===== config.mk =====
export PLATFORM = sky130hd
export DESIGN_NAME = md_sequencer
export DESIGN_NICKNAME = d
export VERILOG_FILES = /design/src/rtl/md_sequencer.sv
export SDC_FILE = /design/constraint.sdc
export NUM_CORES = 1
export LEC_CHECK = 0
export BUFFER_PORTS_ARGS = -buffer_cell sky130_fd_sc_hd__buf_2
export CORE_UTILIZATION = 50
export CTS_BUF_LIST = sky130_fd_sc_hd__clkbuf_8
export DETAILED_ROUTE_END_ITERATION = 10
export GPL_TIMING_DRIVEN = 0
export HOLD_SLACK_MARGIN = 0.06
export PLACE_DENSITY = 0.85
export RECOVER_POWER = 100
export REMOVE_ABC_BUFFERS = 1
export SYNTH_ARGS = -nofsm -noshare
export SYNTH_HDL_FRONTEND = slang
export SYNTH_SLANG_ARGS = --single-unit

===== constraint.sdc =====
create_clock -name clock -period 4 [get_ports clock]
set_input_delay 0.6 -clock clock [delete_from_list [all_inputs] [get_ports clock]]
set_output_delay 0.6 -clock clock [all_outputs]
set_load 0.02 [all_outputs]

===== src/rtl/md_sequencer.sv =====
`default_nettype none
// ============================================================================
//  Module      : md_sequencer
//  Description : Control FSM for the shared multicycle multiply/divide
//                datapath: latches operands, sequences start/enable/step and
//                pulses data_resultRDY with data_exception on completion.
//                Optional build macro MD_SEQ_ZERO_FASTPATH_EN retires a
//                divide-by-zero straight to DONE without running the datapath.
//  Revision    : 1.0 - initial release
// ============================================================================
module md_sequencer #(
    parameter int WIDTH       = 32,
    parameter int MULT_CYCLES = 32,
    parameter int DIV_CYCLES  = 33,
    parameter int CNT_W       = 6
) (
    input  logic             clock,
    input  logic             ctrl_reset_n,
    input  logic             ctrl_MULT,
    input  logic             ctrl_DIV,
    input  logic [WIDTH-1:0] data_operandA,
    input  logic [WIDTH-1:0] data_operandB,
    output logic [WIDTH-1:0] dp_operandA,
    output logic [WIDTH-1:0] dp_operandB,
    output logic             dp_op,
    output logic             dp_start,
    output logic             dp_enable,
    output logic [CNT_W-1:0] dp_step,
    input  logic             dp_overflow,
    output logic             data_resultRDY,
    output logic             data_exception,
    output logic             busy
);

    typedef enum logic [1:0] {
        S_IDLE = 2'd0,
        S_RUN  = 2'd1,
        S_DONE = 2'd2
    } state_t;

    localparam logic [CNT_W-1:0] c_MULT_LAST = CNT_W'(MULT_CYCLES - 1);
    localparam logic [CNT_W-1:0] c_DIV_LAST  = CNT_W'(DIV_CYCLES - 1);

    state_t r_state;
    logic   w_accept;
    logic   w_accept_div;
    logic   w_last;

    // Multiply wins a tie, so a divide is only taken when MULT is low.
    assign w_accept     = ctrl_MULT | ctrl_DIV;
    assign w_accept_div = ctrl_DIV & ~ctrl_MULT;
    assign w_last       = (dp_step == (dp_op ? c_DIV_LAST : c_MULT_LAST));

`ifdef MD_SEQ_ZERO_FASTPATH_EN
    logic w_zero_div;
    assign w_zero_div = w_accept_div & (data_operandB == '0);
`endif

    always_ff @(posedge clock or negedge ctrl_reset_n) begin
        if (!ctrl_reset_n) begin
            r_state        <= S_IDLE;
            dp_operandA    <= '0;
            dp_operandB    <= '0;
            dp_op          <= 1'b0;
            dp_start       <= 1'b0;
            dp_enable      <= 1'b0;
            dp_step        <= '0;
            data_resultRDY <= 1'b0;
            data_exception <= 1'b0;
            busy           <= 1'b0;
        end else begin
            dp_start       <= 1'b0;
            data_resultRDY <= 1'b0;
            data_exception <= 1'b0;

            if (w_accept) begin
                // A new request pre-empts whatever is in flight.
                dp_operandA <= data_operandA;
                dp_operandB <= data_operandB;
                dp_op       <= w_accept_div;
                dp_step     <= '0;
                busy        <= 1'b1;
`ifdef MD_SEQ_ZERO_FASTPATH_EN
                if (w_zero_div) begin
                    r_state        <= S_DONE;
                    dp_enable      <= 1'b0;
                    data_resultRDY <= 1'b1;
                    data_exception <= 1'b1;
                end else begin
                    r_state   <= S_RUN;
                    dp_start  <= 1'b1;
                    dp_enable <= 1'b1;
                end
`else
                r_state   <= S_RUN;
                dp_start  <= 1'b1;
                dp_enable <= 1'b1;
`endif
            end else begin
                case (r_state)
                    S_RUN: begin
                        if (w_last) begin
                            r_state        <= S_DONE;
                            dp_enable      <= 1'b0;
                            data_resultRDY <= 1'b1;
                            data_exception <= dp_op ? (dp_operandB == '0) : dp_overflow;
                        end else begin
                            dp_step <= dp_step + CNT_W'(1);
                        end
                    end
                    S_DONE: begin
                        r_state <= S_IDLE;
                        dp_step <= '0;
                        busy    <= 1'b0;
                    end
                    default: begin
                        r_state   <= S_IDLE;
                        dp_enable <= 1'b0;
                        busy      <= 1'b0;
                    end
                endcase
            end
        end
    end

endmodule
`default_nettype wire


==> results by group, run 1 <==
Global route
  – GRT Max-Usage Layer: met2
  – Grt met3 use: 0.07753
  – Largest net degree at the start of global routing: 73
  – First-pass GRT wire length: roughly 12000 microns
  – Vias in the first global route: roughly 2700
  – M1 GR Usage: 0.2744
  – Total track usage: 0.2378
  – Overflow after GRT: 0
  – Routing usage on met2: 0.4109
  – Initial antenna violation count: 0

Power and ir drop
  – Leakage power: 2.067 nW
  – PwrDens: 425.8 mW/mm^2
  – Peak supply drop: between 0.2 and 0.3 mV
  – Tot Pwr: ~1.7 mW

Setup path
  – Arr. time, crit path: 2.90 ns
  – Crit path max fanout: 72
  – Critical path class: in -> reg
  – Worst path required time: about 4.3 ns
  – Worst Setup End Kind: flip-flop
  – CP Launch Type: input port

Die
  – Die width: 81.07 microns
  – Initial Utilization: 0.5217
  – Die area: about 0.0066 sq mm
  – Die Ht: around 81 microns
  – Core Rows: 28
  – I/O pin cnt: about 150
  – Core Region: ~0.006 sq mm

Yosys
  – Cells after synthesis: between 300 and 400
  – Share of the synthesized area in the top cell type: 0.6245
  – Yosys top cell by area: dfrtp_1
  – Yosys cell types: 32
  – Sequential share of the synthesized area: 0.6245
  – Mapped cell area: roughly 0.0031 sq mm
  – Synthesized flop and latch total: about 80
  – Post-Syn Area per Cell: between 9 and 10 sq um
  – Area contributors post-synth: dfrtp_1 (62%), nand2_1 (24%), clkbuf_1 (1.6%)
  – Synth Warn #: 0

Place
  – Post-DP HPWL: ~5200 microns
  – Final Wtd Congestion: between 0.8 and 0.9
  – Pre-CTS setup slack: between 0.9 and 1 ns
  – Post-DP Area: between 0.003 and 0.004 sq mm
  – PortBufs: around 140

Clocking
  – Post-CTS setup repair buffer count: 0
  – CTS buffer count: 9
  – Hold bufs inserted after CTS: 0
  – CTS Root Cell: clkbuf_8
  – CTS tree: done
  – Clock sink count: 78
  – CTS H-tree depth: 3
  – Worst-Skew Late Latency: roughly 0.34 ns
  – Cts repair resizes: 0
  – CTS clock-pin slew for the worst setup and hold paths: about 0.080 ns
  – Clock buffer depth: 2

Timing
  – Worst slew pin tran: 1.661 ns
  – Slew HR: -0.1076
  – Worst setup margin: approximately 1.4 ns
  – F_max: roughly 0.38 GHz
  – Max Slew Vio Count: between 70 and 80
  – Clk_skew: roughly 0.010 ns
  – Endpoints failing hold: 0
  – Post-route minimum period: between 2 and 3 ns
  – RSZ-0062 raised after global routing: no
  – Period utilisation layout: 0.6557
  – Final setup vio count: 0

Route
  – Vias per Instance: about 5
  – Routed Antenna Nets: 0
  – Routed len/inst: 13.01 microns
  – Final wirelength: about 7400 microns
  – Initial drt markers: approximately 160
  – DR pass1 iterations: 4
  – DRC: 0
  – Routed vias: 2832

Status
  – Violated checks: max-capacitance violations, max-slew violations
  – Status: finished, violations left

Layout
  – Final #Nets: 559
  – Antenna diode count: 0
  – Layout cells sized above 1: 0.1785
  – Most common cell after layout, fill and taps aside: nand2_1
  – Area grow syn2layout: 27.94%
  – Fillers: 550
  – Post-layout instance area: roughly 0.0040 sq mm
  – Most frequent cells in the layout: nand2_1 (202), dfrtp_1 (78), clkbuf_1 (78), buf_2 (66), clkbuf_8 (10)

Hold path
  – HP Class: in -> async

Flow run
  – MaxCap Viol Count: 1
==> through the flow <==
stage | setup TNS, ns | hold slack [ns] | instances | util
final | 0 | 0.1886 | 568 | 0.6675
after global routing | 0 | 0.2153 | 568 | 0.6675
after CTS | 0 | 0.07876 | 568 | 0.6901
after detailed placement | 0 | 0.4434 | 553 | 0.6585
after global placement | -177.17 | 0.4444 | 551 | 0.6489
after floorplan | -17.12 | 0.3044 | 332 | -
==> per-layer routing <==
layer  part of all wire  routed length, microns
met1               0.42                    3089
met3              0.071                     521
met5                  0                       0
met4             0.0097                      72
met2               0.50                    3706
==> synthesized netlist by cell type <==
cell      instances
o31ai_1           1
a211oi_1          1
nand2_1         202
a21boi_0          1
nand4_1           5
mux2i_1           3
o22a_1            1
dfrtp_1          78
a21bo_2           1
nor4b_1           2
or3_1             2
nand3_1           2
or4_1             1
and2_1            1
or3_2             2
nor2b_1           3
or4_4             1
o211ai_1          1
nor3b_1           1
nand2b_1          1
o21ai_0           1
clkbuf_1         13
buf_1             1
nand4b_1          1
o21a_1            1
ha_1              1
a21oi_1           1
nor3_1            3
nor4_1            7
inv_2             1
a211oi_4          1
nor2_1            5
==> state kept, by name, summed over array words and instances, names as in the netlist <==
signal / count
dp_enable: 1
dp_step: 6
r_state: 2
busy: 1
dp_start: 1
dp_operandB: 32
dp_operandA: 32
dp_op: 1
data_resultRDY: 1
data_exception: 1
==> critical path, stage by stage <==
cell	delay [ns]
clkbuf_1	0.11
nor2_4	0.60
buf_12	0.28
inv_2	0.44
nor2_1	0.52
a21bo_2	0.21
o22a_1	0.12
==> cells by family after synthesis <==
family                     after synthesis  synth area share
AOI/OAI and AO/OA                       10           0.02762
adders and majority gates                1          0.004003
buffers and inverters                   15           0.01801
DFF                                     78            0.6245
muxes                                    3          0.009608
and+or+nand+nor                        239            0.3163
==> layout make-up <==
type                            count  area, sq um  share of cell area
Inverter                            1        3.754           0.0009387
Timing Repair Buffer              146        648.1              0.1621
Clock buffer                       10        137.6             0.03442
Tap cell                           75        93.84             0.02347
Sequential cell                    78         1952              0.4881
Multi-Input combinational cell    253         1112              0.2782
Clock inverter                      5        51.30             0.01283
==> path summary, 6_finish.rpt <==
path / startpoint / endpoint / slack, ns / depth (start not counted)
min: ctrl_reset_n / dp_operandB[23] / 0.19 / 1
max reg2reg: dp_step[2] / dp_step[3] / 2.17 / 4
max in group asynchronous: ctrl_reset_n / dp_operandB[3] / 1.83 / 2
min reg2reg: dp_operandA[7] / dp_operandA[7] / 0.47 / 2
max: ctrl_DIV / dp_step[3] / 1.38 / 7
min in group clock: data_operandA[26] / dp_operandA[26] / 0.45 / 3
==> power breakdown <==
group | switching, mW | total [mW] | internal, mW
Combinational | 0.175 | 0.253 | 0.0783
Clock | 0.267 | 0.565 | 0.298
Sequential | 0.0404 | 0.885 | 0.845
Total | 0.482 | 1.70 | 1.22
(Power assumes the default switching activity.)
==> run 2: changes to the inputs <==
Settings changed: CORE_UTILIZATION 50 to 43, PLACE_DENSITY 0.85 to 0.78.
Clock period 4 ns to 2.4 ns, I/O delays scaled along.
==> results by group, run 2 (synthesized netlist as in run 1, its figures left out) <==
Timing
  – RSZ-0062 raised after global routing: no
  – Clk_skew: 0.006624 ns (-0.003757 ns)
  – Max Slew Vio Count: 0 (-100%)
  – Post-route minimum period: 2.016 ns
  – Final setup vio count: 0 (unchanged)
  – F_max: a little under 0.5 GHz
  – Slew HR: 0.4733 (+0.5809)
  – Worst slew pin tran: 0.7901 ns (-0.8714 ns)
  – Endpoints failing hold: 0 (unchanged)
  – Worst setup margin: 0.3840 ns (-0.9934 ns)
  – Period utilisation layout: 0.8400

Setup path
  – CP Launch Type: input port
  – Critical path class: in -> reg
  – Worst Setup End Kind: flip-flop
  – Worst path required time: 2.68 ns (-1.60 ns)
  – Crit path max fanout: 72 (unchanged)
  – Arr. time, crit path: 2.30 ns (-0.60 ns)

Layout
  – Post-layout util: 0.5947 (-0.07276)
  – Final #Nets: 561 (+0.36%)
  – Area grow syn2layout: 31.43%
  – Layout cells sized above 1: 0.1815 (+0.002953)
  – Most common cell after layout, fill and taps aside: nand2_1
  – Biggest regs: dp_operandA (32), dp_operandB (32), dp_step (6)
  – Most frequent cells in the layout: nand2_1 (202), dfrtp_1 (78), clkbuf_1 (77), buf_2 (66), clkbuf_8 (11)
  – FF+latch area: 0.001952 sq mm (unchanged)
  – Fillers: 691 (+26%)
  – Multi-input logic area: 0.001119 sq mm (+0.56%)
  – Antenna diode count: 0 (unchanged)

Route
  – Routed wl met2: 3638 microns (-1.8%)
  – M1 WL: 3358 microns (+8.7%)
  – Top layer in use: met4
  – Vias per Instance: 4.755 (-4.6%)
  – Routed Antenna Nets: 0 (unchanged)
  – Routed len/inst: 12.71 microns (-2.3%)
  – Initial drt markers: 129 (-19%)
  – DR pass1 iterations: 4 (unchanged)
  – Routed vias: 2815 (-0.60%)
  – DRC: 0 (unchanged)
  – Final wirelength: 7523 microns (+1.8%)
  – Met3 wire len: 418 microns (-20%)

Hold path
  – HP Class: in -> reg

Clocking
  – CTS clock-pin slew for the worst setup and hold paths: 0.08 ns (about the same)
  – CTS H-tree depth: 3 (unchanged)
  – CTS buffer count: 9 (unchanged)
  – Worst-Skew Late Latency: 0.35 ns (about the same)
  – CTS Root Cell: clkbuf_8
  – Clock sink count: 78 (unchanged)
  – CTS tree: done
  – Clock buffer depth: 2 (unchanged)

Global route
  – Initial antenna violation count: 0 (unchanged)
  – Total track usage: 0.2068 (-0.03099)
  – Vias in the first global route: 2569 (-4.4%)
  – First-pass GRT wire length: 12000 microns (+1.6%)
  – Largest net degree at the start of global routing: 73 (unchanged)
  – Overflow after GRT: 0 (unchanged)

Flow run
  – MaxCap Viol Count: 0 (-1)

Die
  – Core Region: 0.006907 sq mm (+15%)
  – Die Ht: 87.26 microns (+7.6%)
  – Die width: 87.26 microns (+7.6%)
  – Core Rows: 30 (+7.1%)
  – Die area: 0.007613 sq mm (+16%)
  – Initial Utilization: 0.4525 (-0.06918)
  – I/O pin cnt: 145 (unchanged)

Power and ir drop
  – Peak supply drop: 0.4401 mV (+54%)
  – Leakage power: 2.110 nW (+2.1%)
  – PwrDens: 754.3 mW/mm^2 (+77%)

Place
  – Pre-CTS setup slack: -0.4332 ns (-1.433 ns)
  – PortBufs: 144 (unchanged)
  – Final Wtd Congestion: 0.8400 (+1.2%)
  – Post-DP HPWL: 5226 microns (-0.22%)

Status
  – Status: finished, final reports clean
run 2: what timing repair did:
item | in CTS | in global routing
gates resized for setup | 0 | 2
pin swaps | 1 | 0
gates cloned | 1 | 0
buffers inserted | 0 | 0
hold buffers | 1 | 0
endpoints found under the hold margin | 31 | 0
endpoints found under the setup margin | 4 | 1
run 2: area by class of cell:
class,count,area share
clock inverter,5,0.02376
sequential,78,0.4752
timing repair buffer,147,0.1611
clock buffer,11,0.03686
tap,96,0.02924
multi-input combinational,254,0.2723
inverter,1,0.001523
run 2: per-stage QoR:
| stage | area, sq um | TNS, ns | power [mW] | hold slack, ns | cells |
|---|---|---|---|---|---|
| detailed placement | 3971 | -2.589 | 1.959 | 0.3327 | 574 |
| global route | 4108 | 0 | 3.231 | 0.1975 | 592 |
| global placement | 3914 | -283.60 | 1.940 | 0.4458 | 572 |
| finish | 4108 | 0 | 3.099 | 0.2031 | 592 |
| floorplan | 3073 | -119.79 | 1.731 | 0.06441 | 332 |
| CTS | 4237 | 0 | 3.161 | 0.1897 | 592 |
run 2: report_power, final:
group	switching (mW)	total, mW	leakage [nW]	internal, mW
Sequential	0.0657	1.47	0.938	1.41
Clock	0.456	1.20	0.132	0.741
Combinational	0.296	0.428	1.04	0.132
run 2: worst paths after layout:
path / from / to / slack (ns) / cells after the start
hold reg to reg: dp_operandA[2] / dp_operandA[2] / 0.47 / 2
max in group asynchronous: ctrl_reset_n / dp_operandA[22] / 0.60 / 3
setup / recovery: ctrl_MULT / dp_step[3] / 0.38 / 7
hold / removal: data_operandB[31] / dp_operandB[31] / 0.20 / 3
setup reg to reg: dp_step[2] / data_exception / 0.62 / 4
min in group asynchronous: ctrl_reset_n / busy / 0.62 / 2
run 2: metal layers:
| metal | GRT usage | vias to the layer above |
|---|---|---|
| li1 | - | 1396 |
| met1 | 0.2661 | 1313 |
| met2 | 0.3402 | 96 |
| met3 | 0.04645 | 10 |
| met4 | 0.08197 | 0 |
| met5 | 0 | - |
run 2: worst max-delay path, stage by stage:
cell	delay, ns
clkbuf_1	0.15
nor2_4	0.45
buf_12	0.26
inv_4	0.26
nor2_1	0.45
a21bo_2	0.20
o22a_1	0.12
